**src/rtl/noc_data_enc_mc.sv**
```systemverilog
// Packs FIFO words into NoC packets tagged with PE row/column. Unicast mode
// targets each PE; multicast mode targets a whole row.
module noc_data_enc_mc #(
  parameter int DATA_WIDTH = 16,
  parameter int NUM_ROW    = 4,
  parameter int NUM_COL    = 4,
  localparam int RW = (NUM_ROW > 1) ? $clog2(NUM_ROW) : 1,
  localparam int CW = (NUM_COL > 1) ? $clog2(NUM_COL) : 1,
  localparam int PW = 1 + RW + CW + DATA_WIDTH
) (
  input  logic                  clk,
  input  logic                  rstn,
  input  logic                  start,
  input  logic                  mode,
  input  logic [7:0]            kernel_size,
  input  logic [7:0]            num_channel,
  input  logic                  fifo_empty,
  output logic                  fifo_rd_en,
  input  logic [DATA_WIDTH-1:0] fifo_rd_data,
  output logic                  pkt_valid,
  input  logic                  pkt_ready,
  output logic [PW-1:0]         pkt_data,
  output logic                  busy,
  output logic                  done,
  output logic                  cfg_err
);

  localparam logic [1:0] S_IDLE  = 2'd0;
  localparam logic [1:0] S_SEND  = 2'd1;
  localparam logic [1:0] S_DRAIN = 2'd2;

  localparam int         MIN_RC_I = (NUM_ROW < NUM_COL) ? NUM_ROW : NUM_COL;
  localparam logic [7:0] MIN_RC   = MIN_RC_I[7:0];

  logic [1:0]      r_state;
  logic            r_mode;
  logic [7:0]      r_k;
  logic [7:0]      r_c;
  logic [7:0]      r_q;
  logic [7:0]      r_r;
  logic [7:0]      r_ch;
  logic            r_inflight;
  logic [RW-1:0]   r_tag_row;
  logic [CW-1:0]   r_tag_col;
  logic [PW-1:0]   r_q0;
  logic [PW-1:0]   r_q1;
  logic [1:0]      r_cnt;
  logic            r_done;
  logic            r_cfg_err;

  logic            w_pop;
  logic [2:0]      w_occ_next;
  logic            w_rd_en;
  logic            w_last;
  logic            w_cfg_ok;
  logic [PW-1:0]   w_new_pkt;

  assign w_pop      = (r_cnt != 2'd0) && pkt_ready;
  // Room check counts the word already in flight so the queue can never overflow.
  assign w_occ_next = {1'b0, r_cnt} + {2'b0, r_inflight} - {2'b0, w_pop};
  assign w_rd_en    = (r_state == S_SEND) && !fifo_empty && (w_occ_next < 3'd2);
  assign w_last     = (r_q == r_k - 8'd1) && (r_r == r_k - 8'd1) && (r_ch == r_c - 8'd1);
  assign w_cfg_ok   = (kernel_size != 8'd0) && (kernel_size <= MIN_RC) && (num_channel != 8'd0);
  assign w_new_pkt  = {r_mode, r_tag_row, r_tag_col, fifo_rd_data};

  always_ff @(posedge clk or negedge rstn) begin
    if (!rstn) begin
      r_state   <= S_IDLE;
      r_mode    <= 1'b0;
      r_k       <= 8'd0;
      r_c       <= 8'd0;
      r_q       <= 8'd0;
      r_r       <= 8'd0;
      r_ch      <= 8'd0;
      r_done    <= 1'b0;
      r_cfg_err <= 1'b0;
    end else begin
      r_done    <= 1'b0;
      r_cfg_err <= 1'b0;
      case (r_state)
        S_IDLE: begin
          if (start) begin
            if (w_cfg_ok) begin
              r_mode  <= mode;
              r_k     <= kernel_size;
              r_c     <= num_channel;
              r_q     <= 8'd0;
              r_r     <= 8'd0;
              r_ch    <= 8'd0;
              r_state <= S_SEND;
            end else begin
              r_cfg_err <= 1'b1;
            end
          end
        end
        S_SEND: begin
          if (w_rd_en) begin
            if (r_q == r_k - 8'd1) begin
              r_q <= 8'd0;
              if (r_r == r_k - 8'd1) begin
                r_r  <= 8'd0;
                r_ch <= r_ch + 8'd1;
              end else begin
                r_r <= r_r + 8'd1;
              end
            end else begin
              r_q <= r_q + 8'd1;
            end
            if (w_last) r_state <= S_DRAIN;
          end
        end
        S_DRAIN: begin
          if ((r_cnt == 2'd0) && !r_inflight) begin
            r_done  <= 1'b1;
            r_state <= S_IDLE;
          end
        end
        default: r_state <= S_IDLE;
      endcase
    end
  end

  // The (row, col) tag is captured with the request and travels with the read.
  always_ff @(posedge clk or negedge rstn) begin
    if (!rstn) begin
      r_inflight <= 1'b0;
      r_tag_row  <= '0;
      r_tag_col  <= '0;
    end else begin
      r_inflight <= w_rd_en;
      if (w_rd_en) begin
        r_tag_row <= r_r[RW-1:0];
        r_tag_col <= r_mode ? '0 : r_q[CW-1:0];
      end
    end
  end

  always_ff @(posedge clk or negedge rstn) begin
    if (!rstn) begin
      r_q0  <= '0;
      r_q1  <= '0;
      r_cnt <= 2'd0;
    end else begin
      if (r_inflight && w_pop) begin
        if (r_cnt == 2'd1) begin
          r_q0 <= w_new_pkt;
        end else begin
          r_q0 <= r_q1;
          r_q1 <= w_new_pkt;
        end
      end else if (r_inflight) begin
        if (r_cnt == 2'd0) r_q0 <= w_new_pkt;
        else               r_q1 <= w_new_pkt;
        r_cnt <= r_cnt + 2'd1;
      end else if (w_pop) begin
        r_q0  <= r_q1;
        r_cnt <= r_cnt - 2'd1;
      end
    end
  end

  assign fifo_rd_en = w_rd_en;
  assign pkt_valid  = (r_cnt != 2'd0);
  assign pkt_data   = r_q0;
  assign busy       = (r_state != S_IDLE);
  assign done       = r_done;
  assign cfg_err    = r_cfg_err;

endmodule
```
**config.mk**
```make
export PLATFORM = sky130hd
export DESIGN_NAME = noc_data_enc_mc
export DESIGN_NICKNAME = d
export VERILOG_FILES = /design/src/rtl/noc_data_enc_mc.sv
export SDC_FILE = /design/constraint.sdc
export NUM_CORES = 1
export LEC_CHECK = 0
export CAP_MARGIN = 15
export CORE_AREA = 2 2 82 123
export DETAILED_ROUTE_END_ITERATION = 10
export DIE_AREA = 0 0 84 125
export GPL_TIMING_DRIVEN = 0
export PLACE_DENSITY_LB_ADDON = 0.2
export SYNTH_ARGS = -nofsm -noshare
export SYNTH_HDL_FRONTEND = slang
export SYNTH_SLANG_ARGS = --single-unit
```
**constraint.sdc**
```tcl
create_clock -name clk -period 4.8 [get_ports clk]
set_input_delay 0.48 -clock clk [delete_from_list [all_inputs] [get_ports clk]]
set_output_delay 0.48 -clock clk [all_outputs]
set_load 0.05 [all_outputs]
```
* Word-level counts from Yosys, hierarchy flattened
Cells that the tools add are included.
Word-level totals: word-level logic and storage cells 108, output and inout bits 26, bits of input ports 38, bits in registers 94
Operators by class: add/sub/neg operators 9, bitwise logic cells 1, mux-type cells 36, reduce and logical (&&, ||, !) cells 29, $lt $le $gt $ge 2, equal/unequal tests 16
Operators by type and width (number):
- 2-to-1 mux 21 bit | 9
- 2-to-1 mux 8 bit | 10
- case mux 8 bit (2 select lines) | 3
- adder 8 x 1 -> 8 bit, second input constant | 3
- == test 8 bit | 3
- 2-to-1 mux 2 bit | 8
- nonzero test 8 bit | 2
- subtractor 8 x 1 -> 8 bit, second input constant | 2
- != test 2 bit, second input constant | 6
- AND reduction 5 bit | 2
- nonzero test 2 bit | 5
- logical AND 1 bit | 9
- <= comparator 8 x 3 -> 1 bit, second input constant | 1
- != test 2 x 1 -> 1 bit, second input constant | 3
- case mux 2 bit (3 select lines) | 1
- AND reduction 3 bit | 2
- AND reduction 6 bit | 1
- 2-to-1 mux 1 bit | 5
- == test 2 x 1 -> 1 bit, second input constant | 2
- logical NOT 2 bit | 2
- AND reduction 2 bit | 2
- AND reduction 4 bit | 1
- adder 2 x 1 -> 3 bit | 1
- < comparator 3 x 2 -> 1 bit, second input constant | 1
- other kinds (8) | 9

* Depth between registers and ports, before layout
word-level depth 7, depth in mapped cells 14, mapped depth without buffers 13

* Least setup slack after synthesis
No wires, ideal clock.
path kind reg-to-reg, start reg r_cnt[0], end reg r_ch[7], path buffers 2, stages on the path, launching flop included 14, slack 1.229 ns, data required time 4.681 ns, clock period less this slack 3.571 ns, arrival time 3.452 ns, setup time 0.119 ns, cell sequence dfrtp_1 > inv_1 > ha_1 > nor2b_1 > ha_1 > nor2b_1 > fa_1 > or4_1 > clkbuf_1 > clkinv_1 > a41oi_4 > buf_2 > o31a_1 > o21a_1
On the way: longest elaborated chain between the ends 7, elaborated cells between the ends (all ways) 8, those cells by class add/sub (2); order compare (1); eq/ne (1); reduce/logical (4)
RTL lines:
- start, declared | RTL line 47 | logic [1:0] r_cnt;
- start signal, assigned | RTL line 154 | r_cnt <= r_cnt + 2'd1;
- start signal, assigned | RTL line 157 | r_cnt <= r_cnt - 2'd1;
- parallel branches: the longest is 2 deep, another holds adder 2 x 1 -> 3 bit
- subtractor 3 x 1 -> 3 bit * | RTL line 60 | assign w_occ_next = {1'b0, r_cnt} + {2'b0, r_inflight} - {2'b0, w_pop};
- < comparator 3 x 2 -> 1 bit * | RTL line 61 | assign w_rd_en = (r_state == S_SEND) && !fifo_empty && (w_occ_next < 3'd2);
- logical AND 1 bit * | RTL line 61
- via fifo_rd_en | RTL line 18 | output logic fifo_rd_en,
- != test 2 bit (no line) *
- AND reduction 6 bit (no line) *
- end signal, assigned | RTL line 102 | r_ch <= r_ch + 8'd1;
- end, declared | RTL line 41 | logic [7:0] r_ch;
Mark *: on every way through the listed nets, which the timed path passes. A chain may end at the register's enable or synchronous reset.

* Worst setup path in the final report
start reg r_cnt[1], end out fifo_rd_en
On the way: longest elaborated chain between the ends 5, elaborated cells between the ends (all ways) 6, those cells by class add/sub (2); order compare (1); reduce/logical (3)
RTL lines (RTL line):
- parallel branches: the longest is 2 deep, another holds adder 2 x 1 -> 3 bit
- subtractor 3 x 1 -> 3 bit * | 60
- < comparator 3 x 2 -> 1 bit * | 61
- logical AND 1 bit * | 61
- end, declared | 18
Every way passes the cells marked *.

==> impl_metrics.ini <==
[run_status]
status = finished clean

[routing]
drc = 0
dr.pass1.iters = 4
viasPerCell = 5.627
wire_per_inst_microns = 16.25
wirelength_mm = 10.78
vias = 3731
ant_nets = 0
drtIter0Drc = 146

[floorplan]
num_rows = 44
io_pins = 64
start_util_pct = 51.04
die_area_sq_um = 10500
die_h_microns = 125
core-area_sq_um = 9524
die-width_microns = 84

[clock_network]
worstSkewPairLatency_ps = 340
post_cts_resized = 0
cts_tree = yes
clock_path_buffers = 2
cts.sinks = 94
cts_made_buffers = 9
cts_setup_buffers = 0
cts_hold_buf = 0
path_clk_slew_ps = 60
cts-root-buf = clkbuf_16
cts_max_level = 3

[synth]
synthFlopType = dfrtp_1
ys_top_cells_by_area = dfrtp_1 48%, nand2_1 5.7%, mux2_2 5.1%, mux2i_1 4.7%, xnor2_1 4.0%
syn-cell-area_sq_um = 4861
post-synth-top-area-fraction_pct = 48.39
synth_top_cell_by_area = dfrtp_1
synth_seq_cells = 94
synth-edff-count = 0
yosysWarnings = 0
ys_seq_area_share_pct = 48.39
async_flop_share_pct = 100.0
synth_cell_types = 56
synthTopCellsByCount = 94 x dfrtp_1, 74 x nand2_1, 36 x o21ai_0
netlist_instances = 469
synth_most_common_cell = dfrtp_1
syn_avg_cell_area_sq_um = 10.36
synthesis.nets = 517

[placed_design]
gp_congestion = 0.7885
pre_cts_ws_ps = 504.9
postPlaceCellArea_sq_um = 5660
port_buffers = 63
dpl.hpwl_mm = 7.849

[power_and_ir_drop]
p_leak_nw = 2.699
power_density_nw_per_um2 = 497.6
vdd_drop_max_mv = 0.4637

[layout]
layout-drive-gt1-share_pct = 10.40
fin_area_sq_um = 5991
fin_util_pct = 62.90
seq_area_sq_um = 2352
layout.nets = 592
multi_input_area_sq_um = 2359
synthToLayoutAreaGrowth_pct = 23.24
fillers = 785
insertedDiodeCount = 0

[global_routing]
grt_pass1_wl_mm = 18.22
grt_antenna_before_repair = 0
grt_max_degree = 58
grt_pass1_vias = 3782
gr-usage-all-layers_pct = 21.48
overflow = 0

[sta]
final_hold_viol_count = 0
tightestPinTransition_ps = 765.8
finalSetupViolCount = 0
post-route-period-util_pct = 90.28
setup_ws_ps = 466.5
clock.fmax_ghz = 0.2308
rsz0062_at_grt = no
max_slew_margin_pct = 48.94
slew_violations = 0
min_period_ps = 4334
fin_setup_tns_ps = 0
skew_ps = 8.564

[worst_setup_path]
crit_buf_inv = 4
required_ps = 4320
crit_fanout = 9
path_cells = inv_1 > ha_1 > nor2b_1 > ha_1 > nor2b_1 > fa_1 > or4_1 > clkbuf_1 > clkinv_1 > clkdlybuf4s50_1
cp_slowest_cell = clkdlybuf4s50_1
critPathArrivalTime_ps = 3850
cp-end-kind = output port
path_delay_family = buffers and inverters
crit_path_start_kind = register
crit_type = reg2out
slowest_delay_ps = 840

[hold_path]
hp-class = in2async

[run]
maxCapViolCount = 0
## metrics by stage
stage	hold WS [ps]	instances	power (mW)
3_5_place_dp	472.0	648	2.221
6_report	116.1	663	2.981
5_1_grt	158.2	663	3.145
3_3_place_gp	461.7	647	2.173
4_1_cts	129.2	663	3.011
2_1_floorplan	184.4	469	1.863
## sequential cells by signal (all words and copies together) (netlist names)
| name | flops |
|---|---|
| r_c | 8 |
| r_mode | 1 |
| r_r | 8 |
| pkt_data | 21 |
| r_cnt | 2 |
| r_q | 8 |
| r_state | 2 |
| r_k | 8 |
| r_tag_col | 2 |
| done | 1 |
| r_q1 | 21 |
| r_ch | 8 |
| r_tag_row | 2 |
| cfg_err | 1 |
| r_inflight | 1 |
## worst register-to-register path, delay by kind of cell, from the launching register on
family	cells	cell delay (ps)
AOI/OAI and AO/OA	3	700
adders and majority gates	3	930
buffers and inverters	4	760
DFF	1	360
and+or+nand+nor	3	880
## metal layers
metal	global-route usage [%]	up-vias	wire, microns
met4	8.444	0	238
li1	-	1805	-
met3	3.102	15	350
met2	37.69	76	5644
met1	26.58	1835	4541
met5	0	-	0
## path summary, 6_finish.rpt
path                                  start           to  slack (ps)  cells after the start
max in group asynchronous              rstn       r_q[3]        4020                      2
worst min-delay path                   rstn      r_q1[7]         120                      1
min in group clk                pkt_data[5]  pkt_data[5]         480                      2
worst max-delay path               r_cnt[1]   fifo_rd_en         470                     10
worst min register to register  pkt_data[5]  pkt_data[5]         480                      2
worst max register to register     r_cnt[1]      r_ch[7]        1060                     13
## power by group
group / switching [mW] / leakage [nW] / internal (mW)
Combinational: 0.655 / 1.34 / 0.436
Clock: 0.301 / 0.163 / 0.486
Sequential: 0.122 / 1.20 / 0.981
## cells in the final DEF (no fill, tap or decap), types with 9 or more instances in the layout
| cell | n |
|---|---|
| dfrtp_1 | 94 |
| nand2_1 | 74 |
| clkdlybuf4s50_1 | 62 |
| o21ai_0 | 36 |
| mux2i_1 | 23 |
| xnor2_1 | 22 |
| mux2_2 | 22 |
| nor2_1 | 16 |
| nand3_1 | 16 |
| inv_1 | 15 |
| clkbuf_1 | 14 |
| xor2_1 | 10 |
| a21oi_1 | 10 |
| or4_1 | 9 |
| and2_1 | 9 |
| ha_1 | 9 |
| clkbuf_16 | 9 |
## cell families (layout without fill, tap and decap cells)
family / after synthesis / after routing / share of synthesized area, %
AOI/OAI and AO/OA: 84 / 84 / 11.45
xor gates and xnor gates: 35 / 35 / 7.155
adders and majority gates: 10 / 10 / 2.729
buffers and inverters: 35 / 114 / 3.089
DFF: 94 / 94 / 48.39
muxes: 45 / 45 / 9.833
and+or+nand+nor: 166 / 166 / 17.35
## layout make-up
class,instances,area share (%)
multi-input combinational,340,39.37
timing repair buffer,64,10.94
clock buffer,11,4.219
buffer,19,1.504
inverter,16,1.003
tap,115,2.402
sequential,94,39.26
clock inverter,4,1.295
No activity file was read; power rests on OpenSTA's default activity.
